File: src/rtl/instr_encoder_pkg.sv
// Shared opcode constants, instruction format classes and FSM state type for the
// WISC instruction encoder.
package instr_encoder_pkg;

  localparam logic [4:0] OP_HALT = 5'b00000;
  localparam logic [4:0] OP_SIIC = 5'b00010;
  localparam logic [4:0] OP_SLBI = 5'b10010;
  localparam logic [4:0] OP_BTR  = 5'b11001;

  typedef enum logic [2:0] {
    FMT_N  = 3'd0,
    FMT_J  = 3'd1,
    FMT_I1 = 3'd2,
    FMT_I2 = 3'd3,
    FMT_R  = 3'd4
  } fmt_e;

  typedef enum logic [1:0] {
    ST_IDLE  = 2'd0,
    ST_WRITE = 2'd1,
    ST_DONE  = 2'd2
  } state_e;

  function automatic fmt_e op_format(input logic [4:0] op);
    fmt_e f;
    case (op)
      5'b00000, 5'b00001, 5'b00010, 5'b00011: f = FMT_N;
      5'b00100, 5'b00110:                     f = FMT_J;
      5'b00101, 5'b00111, 5'b01100, 5'b01101,
      5'b01110, 5'b01111, 5'b10010, 5'b11000: f = FMT_I2;
      5'b01000, 5'b01001, 5'b01010, 5'b01011,
      5'b10000, 5'b10001, 5'b10011, 5'b10100,
      5'b10101, 5'b10110, 5'b10111:           f = FMT_I1;
      default:                                f = FMT_R;
    endcase
    return f;
  endfunction

  // Opcodes whose immediate is a zero-extended field rather than two's complement.
  function automatic logic imm_is_unsigned(input logic [4:0] op);
    logic u;
    case (op)
      5'b01010, 5'b01011, 5'b10010,
      5'b10100, 5'b10101, 5'b10110, 5'b10111: u = 1'b1;
      default:                                u = 1'b0;
    endcase
    return u;
  endfunction

endpackage

File: src/rtl/instr_encoder_fmt_pack.sv
// Combinational packer: opcode plus instruction fields into one 16-bit WISC word,
// flagging immediates that do not fit the field width of their format.
module instr_encoder_fmt_pack
  import instr_encoder_pkg::*;
(
  input  logic [4:0]  opcode_i,
  input  logic [2:0]  rs_i,
  input  logic [2:0]  rt_i,
  input  logic [2:0]  rd_i,
  input  logic [1:0]  func_i,
  input  logic [10:0] imm_i,
  output logic [15:0] word_o,
  output logic        imm_oor_o
);

  // Field placement and range check per format; unused fields never reach the word.
  always_comb begin
    word_o        = 16'h0000;
    imm_oor_o     = 1'b0;
    word_o[15:11] = opcode_i;
    case (op_format(opcode_i))
      FMT_N: begin
        if (opcode_i == OP_SIIC) word_o[10:8] = rs_i;
        else                     word_o[10:8] = 3'b000;
      end
      FMT_J: begin
        word_o[10:0] = imm_i;
      end
      FMT_I2: begin
        word_o[10:8] = rs_i;
        word_o[7:0]  = imm_i[7:0];
        if (imm_is_unsigned(opcode_i)) imm_oor_o = (imm_i[10:8] != 3'b000);
        else imm_oor_o = (imm_i[10:7] != 4'b0000) && (imm_i[10:7] != 4'b1111);
      end
      FMT_I1: begin
        word_o[10:8] = rs_i;
        word_o[7:5]  = rd_i;
        word_o[4:0]  = imm_i[4:0];
        if (imm_is_unsigned(opcode_i)) imm_oor_o = (imm_i[10:5] != 6'b000000);
        else imm_oor_o = (imm_i[10:4] != 7'h00) && (imm_i[10:4] != 7'h7F);
      end
      FMT_R: begin
        word_o[10:8] = rs_i;
        if (opcode_i == OP_BTR) word_o[7:5] = 3'b000;
        else                    word_o[7:5] = rt_i;
        word_o[4:2] = rd_i;
        if ((opcode_i == OP_BTR) || (opcode_i[4:2] == 3'b111)) word_o[1:0] = 2'b00;
        else                                                    word_o[1:0] = func_i;
      end
      default: begin
        word_o = 16'h0000;
      end
    endcase
  end

endmodule

File: src/rtl/instr_encoder.sv
// Instruction image builder: accepts field bundles, encodes them and writes the words
// to sequential memory addresses, stopping on HALT or when the address space is used up.
module instr_encoder
  import instr_encoder_pkg::*;
#(
  parameter int                ADDR_W    = 16,
  parameter logic [ADDR_W-1:0] BASE_ADDR = '0
) (
  input  logic              clk,
  input  logic              rst_n,
  input  logic              clear,
  input  logic              in_valid,
  output logic              in_ready,
  input  logic [4:0]        in_opcode,
  input  logic [2:0]        in_rs,
  input  logic [2:0]        in_rt,
  input  logic [2:0]        in_rd,
  input  logic [1:0]        in_func,
  input  logic [10:0]       in_imm,
  output logic              mem_wr_en,
  output logic [ADDR_W-1:0] mem_addr,
  output logic [15:0]       mem_wdata,
  input  logic              mem_stall,
  output logic [ADDR_W-1:0] words,
  output logic              range_err,
  output logic              done,
  output logic              full
);

  localparam logic [ADDR_W-1:0] LAST_ADDR = {{(ADDR_W-1){1'b1}}, 1'b0};

  state_e            state_q, state_d;
  logic              wr_en_q, wr_en_d;
  logic [ADDR_W-1:0] addr_q, addr_d;
  logic [15:0]       wdata_q, wdata_d;
  logic [ADDR_W-1:0] words_q, words_d;
  logic              err_q, err_d;
  logic              done_q, done_d;
  logic              full_q, full_d;
  logic [15:0]       pack_word_s;
  logic              pack_oor_s;
  logic              accept_s;
  logic              commit_s;
  logic              halt_s;

  instr_encoder_fmt_pack u_pack (
    .opcode_i  (in_opcode),
    .rs_i      (in_rs),
    .rt_i      (in_rt),
    .rd_i      (in_rd),
    .func_i    (in_func),
    .imm_i     (in_imm),
    .word_o    (pack_word_s),
    .imm_oor_o (pack_oor_s)
  );

  assign accept_s = in_valid && in_ready;
  assign commit_s = (state_q == ST_WRITE) && !mem_stall;
  assign halt_s   = (wdata_q[15:11] == OP_HALT);

  // FSM state register.
  always_ff @(posedge clk or negedge rst_n) begin
    if (!rst_n) state_q <= ST_IDLE;
    else        state_q <= state_d;
  end

  // FSM next state; clear overrides every transition.
  always_comb begin
    state_d = state_q;
    if (clear) begin
      state_d = ST_IDLE;
    end else begin
      case (state_q)
        ST_IDLE:  if (accept_s) state_d = ST_WRITE;
        ST_WRITE: if (!mem_stall) state_d = halt_s ? ST_DONE : ST_IDLE;
        ST_DONE:  state_d = ST_DONE;
        default:  state_d = ST_IDLE;
      endcase
    end
  end

  // FSM outputs.
  always_comb begin
    in_ready = (state_q == ST_IDLE) && !full_q;
  end

  // Write-port, counter and sticky-flag next values.
  always_comb begin
    wr_en_d = wr_en_q;
    addr_d  = addr_q;
    wdata_d = wdata_q;
    words_d = words_q;
    err_d   = err_q;
    done_d  = done_q;
    full_d  = full_q;
    if (clear) begin
      wr_en_d = 1'b0;
      addr_d  = BASE_ADDR;
      words_d = '0;
      err_d   = 1'b0;
      done_d  = 1'b0;
      full_d  = 1'b0;
    end else if (accept_s) begin
      wr_en_d = 1'b1;
      wdata_d = pack_word_s;
      err_d   = err_q | pack_oor_s;
    end else if (commit_s) begin
      wr_en_d = 1'b0;
      addr_d  = addr_q + ADDR_W'(2);
      words_d = words_q + ADDR_W'(1);
      if (addr_q == LAST_ADDR) full_d = 1'b1;
      else                     full_d = full_q;
      if (halt_s) done_d = 1'b1;
      else        done_d = done_q;
    end else begin
      wr_en_d = wr_en_q;
    end
  end

  // Datapath registers.
  always_ff @(posedge clk or negedge rst_n) begin
    if (!rst_n) begin
      wr_en_q <= 1'b0;
      addr_q  <= BASE_ADDR;
      wdata_q <= 16'h0000;
      words_q <= '0;
      err_q   <= 1'b0;
      done_q  <= 1'b0;
      full_q  <= 1'b0;
    end else begin
      wr_en_q <= wr_en_d;
      addr_q  <= addr_d;
      wdata_q <= wdata_d;
      words_q <= words_d;
      err_q   <= err_d;
      done_q  <= done_d;
      full_q  <= full_d;
    end
  end

  assign mem_wr_en = wr_en_q;
  assign mem_addr  = addr_q;
  assign mem_wdata = wdata_q;
  assign words     = words_q;
  assign range_err = err_q;
  assign done      = done_q;
  assign full      = full_q;

endmodule
File: config.mk
export PLATFORM = sky130hd
export DESIGN_NAME = instr_encoder
export DESIGN_NICKNAME = d
export VERILOG_FILES = /design/src/rtl/instr_encoder_pkg.sv /design/src/rtl/instr_encoder_fmt_pack.sv /design/src/rtl/instr_encoder.sv
export SDC_FILE = /design/constraint.sdc
export NUM_CORES = 1
export LEC_CHECK = 0
export ABC_CLOCK_PERIOD_IN_PS = 2230
export CORE_MARGIN = 2
export CORE_UTILIZATION = 40
export DETAILED_ROUTE_END_ITERATION = 8
export PLACE_DENSITY_LB_ADDON = 0.3
export SLEW_MARGIN = 5
export SYNTH_ARGS = -nofsm -noshare
export SYNTH_HDL_FRONTEND = slang
export SYNTH_HIERARCHICAL = 1
export SYNTH_SLANG_ARGS = --single-unit
File: constraint.sdc
create_clock -name clk -period 2.23 [get_ports clk]
set_clock_uncertainty 0.05 [all_clocks]
set_input_delay 0.223 -clock clk [delete_from_list [all_inputs] [get_ports clk]]
set_output_delay 0.223 -clock clk [all_outputs]
set_load 0.01 [all_outputs]
==> summary.md <==
| Metric | Value |
|---|---|
| Share of power burned in the clock network | 25.7% |
| H-tree levels | 2 |
| Core footprint | 6760 sq um |
| Syn nets | 309 |
| I/O Buffers | 83 |
| Net switching power | 0.000535 W |
| First-pass GRT wire length | 10.7 mm |
| P_leak | 1.56 nW |
| Internal | 0.00156 W |
| Clk pin slew, worst setup/hold paths | 90 ps |
| CP Class | reg -> reg |
| Num CTS Buffers | 5 |
| Antenna violations before repair | 0 |
| Number of synthesized flops with an enable pin | 0 |
| Final antenna-violating net count | 0 |
| Setup TNS | 0 ps |
| Share of cells above drive strength 1 | 10.7% |
| DR vias/cell | 5.42 |
| Largest net degree at the start of global routing | 54 |
| Post-synth ARST share | 100% |
| Die Y | 87.5 um |
| P&R area growth vs syn | 35.6% |
| Post CTS Setup Buffer Count | 0 |
| Mapped Area | 2790 sq um |
| Power Total | 0.00210 W |
| Max-cap violations | 0 |
| Yosys reg bits | 53 |
| Hold-fix buffer count after cts | 0 |
| RSZ-0062 raised after global routing | false |
| TritonCTS clock tree | done |
| Cell Pwr Density | 555 nW/um^2 |
| Routed wire length | 6.29 mm |
| Commonest non-fill, non-tap cells in the layout | 82 x clkdlybuf4s50_1, 53 x dfrtp_1, 26 x nor2_1 |
| Sequential share of power | 51.8% |
| Failing checks | hold timing |
| Number of DRC markers in iteration 0 | 85 |
| Total gr overflow | 0 |
| Switching part of the total | 25.5% |
| Worst Path Max Fanout | 9 |
| Via Count | 2,353 |
| Synth unique cells | 47 |
| Peak ir drop on the vdd network | 0.000283 V |
| Hold Path Class | in -> async |
| Commonest non-fill, non-tap cell in the layout | clkdlybuf4s50_1 |
| Die W | 87.5 um |
| Max_slew headroom | 55.2% |
| Die ar. | 7660 sq um |
| DR WL/cell | 14.5 um |
| Main synth FF type | dfrtp_1 |
| HPWL Detailed | 4.58 mm |
| I/O Pins | 85 |
| Initial cell density of the core | 41.3% |
| Final nets | 388 |
| Reg2reg start | state_q[1] |
| Slew Viols, Final | 0 |
| Worst Path Buf+Inv | 0 |
| Worst hold slack | -24.7 ps |
| Ranking of synthesized cells by area | dfrtp_1 48%, mux2_2 6.5%, xor2_1 5.3% |
| Row Count | 30 |
| Minimum clock period | 1870 ps |
| Final GP Congestion | 0.851 |
| Sink Count | 53 |
| R2R Path End | mem_addr[12] |
| Slew @ Worst Pin | 672 ps |
| Leading area contributor after synthesis | dfrtp_1 |
| Mapped Cells | 275 |
| Mean Syn Cell Area | 10.1 sq um |
| Critical path depth | 4 |
| Residual DRC count | 0 |
| YS warnings | 6 |
| Slowest stage delay, CP | 490 ps |
| R2r setup slk | 360 ps |
| Worst path required time | 2410 ps |
| Sequential area share after synthesis | 47.6% |
| Path depth of the worst reg2reg path | 4 |
| Delay-heaviest family, CP | simple AND/OR/NAND/NOR gates |
| Logic pwr share | 22.6% |
| CP Data Arrival Time | 2040 ps |
| Drt first pass iters | 4 |
| Final hold violation count | 18 |
| Slowest stage cell, crit path | or4_1 |
| Post-synth top area share | 47.6% |
| Clk root buf | clkbuf_8 |
| Fmax | 536 MHz |
| Vias in the first global route | 2,377 |
| Status | complete, but fails checks |
| Post-CTS Resized | 0 |
| Global Route Usage Sum | 17.4% |
| Period Utilization, post-route | 83.7% |
| N_diodes | 0 |
| CP cell instances | nor3b_4 -> o21ai_1 -> or4_1 -> a21oi_1 |
| Clk_lat worst skew | 300 ps |
| Crit path launch type | register |
| Clock Path Buffers | 2 |
| Count of final setup violators | 0 |
| Worst setup EP type | register |
-- worst max-delay path by stage --
| stage | startpoint | slack (ps) | endpoint |
|---|---|---|---|
| global route | state_q[1] | 240 | mem_addr[12] |
| floorplan | full | 530 | mem_wdata[10] |
| CTS | state_q[1] | 380 | full |
| finish | state_q[1] | 360 | mem_addr[12] |
| global placement | in_opcode[4] | 200 | mem_wdata[6] |
| detailed placement | mem_stall | 130 | full |
-- worst reg2reg max path, delay by kind of cell, from the launching register on --
| kind | cells | cell delay (ps) |
|---|---|---|
| simple gates | 2 | 910 |
| compound gates | 2 | 390 |
| flops | 1 | 450 |
-- layer usage --
metal | vias to the layer above | track usage, % | wire [um]
li1 | 1144 | - | -
met4 | 0 | 4.90 | 78
met2 | 70 | 28.7 | 2940
met3 | 9 | 4.64 | 378
met1 | 1130 | 22.5 | 2890
met5 | - | 0 | 0
-- per-stage QoR --
stage / util, % / setup WS, ps / hold slack [ps] / instance area, sq um / cells
finish: 56.0 / 363 / -24.7 / 3780 / 434
global route: 56.0 / 236 / 55.5 / 3780 / 434
CTS: 56.0 / 379 / 11.2 / 3780 / 434
detailed placement: 54.7 / 127 / 343 / 3690 / 427
global placement: 54.7 / 200 / 339 / 3690 / 427
floorplan: - / 531 / -123 / 2790 / 275
-- cells in the mapped netlist, drive strengths merged, types with 3 or more instances --
cell / n
or4: 4
and2: 3
mux2: 16
nor3: 3
a21oi: 14
and3: 6
xnor2: 3
and4: 5
o2111ai: 6
o31ai: 4
a22oi: 3
o211ai: 5
o21ai: 12
xor2: 17
inv: 7
nand3: 7
a211oi: 3
buf: 8
nor2: 27
or3: 8
nand2: 19
nand4: 4
dfrtp: 53
a22o: 8
clkbuf: 9
-- cells by family (layout without fill, tap and decap cells) --
kind of cell / after synthesis / count (layout) / share of synthesized area (%)
adder cells (fa/ha/maj): 2 / 2 / 0.897
AND/OR/NAND/NOR: 97 / 97 / 18.9
buffers and inverters: 25 / 104 / 3.99
other: 1 / 1 / 0.134
XOR/XNOR: 20 / 20 / 6.28
flip-flops: 53 / 53 / 47.6
AO/OA/AOI/OAI: 59 / 59 / 15.1
multiplexers: 18 / 18 / 7.18
-- power groups by stage --
stage	sequential (W)	clock (W)	combinational, W
2_1_floorplan	0.00113	0	0.000168
3_3_place_gp	0.00111	0	0.000475
3_5_place_dp	0.00110	0	0.000480
4_1_cts	0.00109	0.000561	0.000482
5_1_grt	0.00110	0.000600	0.000517
6_report	0.00109	0.000539	0.000473
-- final cells by class --
type                            count  area (sq um)
Timing Repair Buffer               90           891
Multi-Input combinational cell    197          1350
Clock buffer                        7          86.3
Inverter                            7          26.3
Tap cell                           80           100
Sequential cell                    53          1330
Fill cell                         625          2980
-- sequential cells by signal, indices dropped and copies added (netlist names) --
register   count
words         16
full           1
range_err      1
mem_addr      15
mem_wr_en      1
state_q        2
mem_wdata     16
done           1
(Power assumes the default switching activity.)
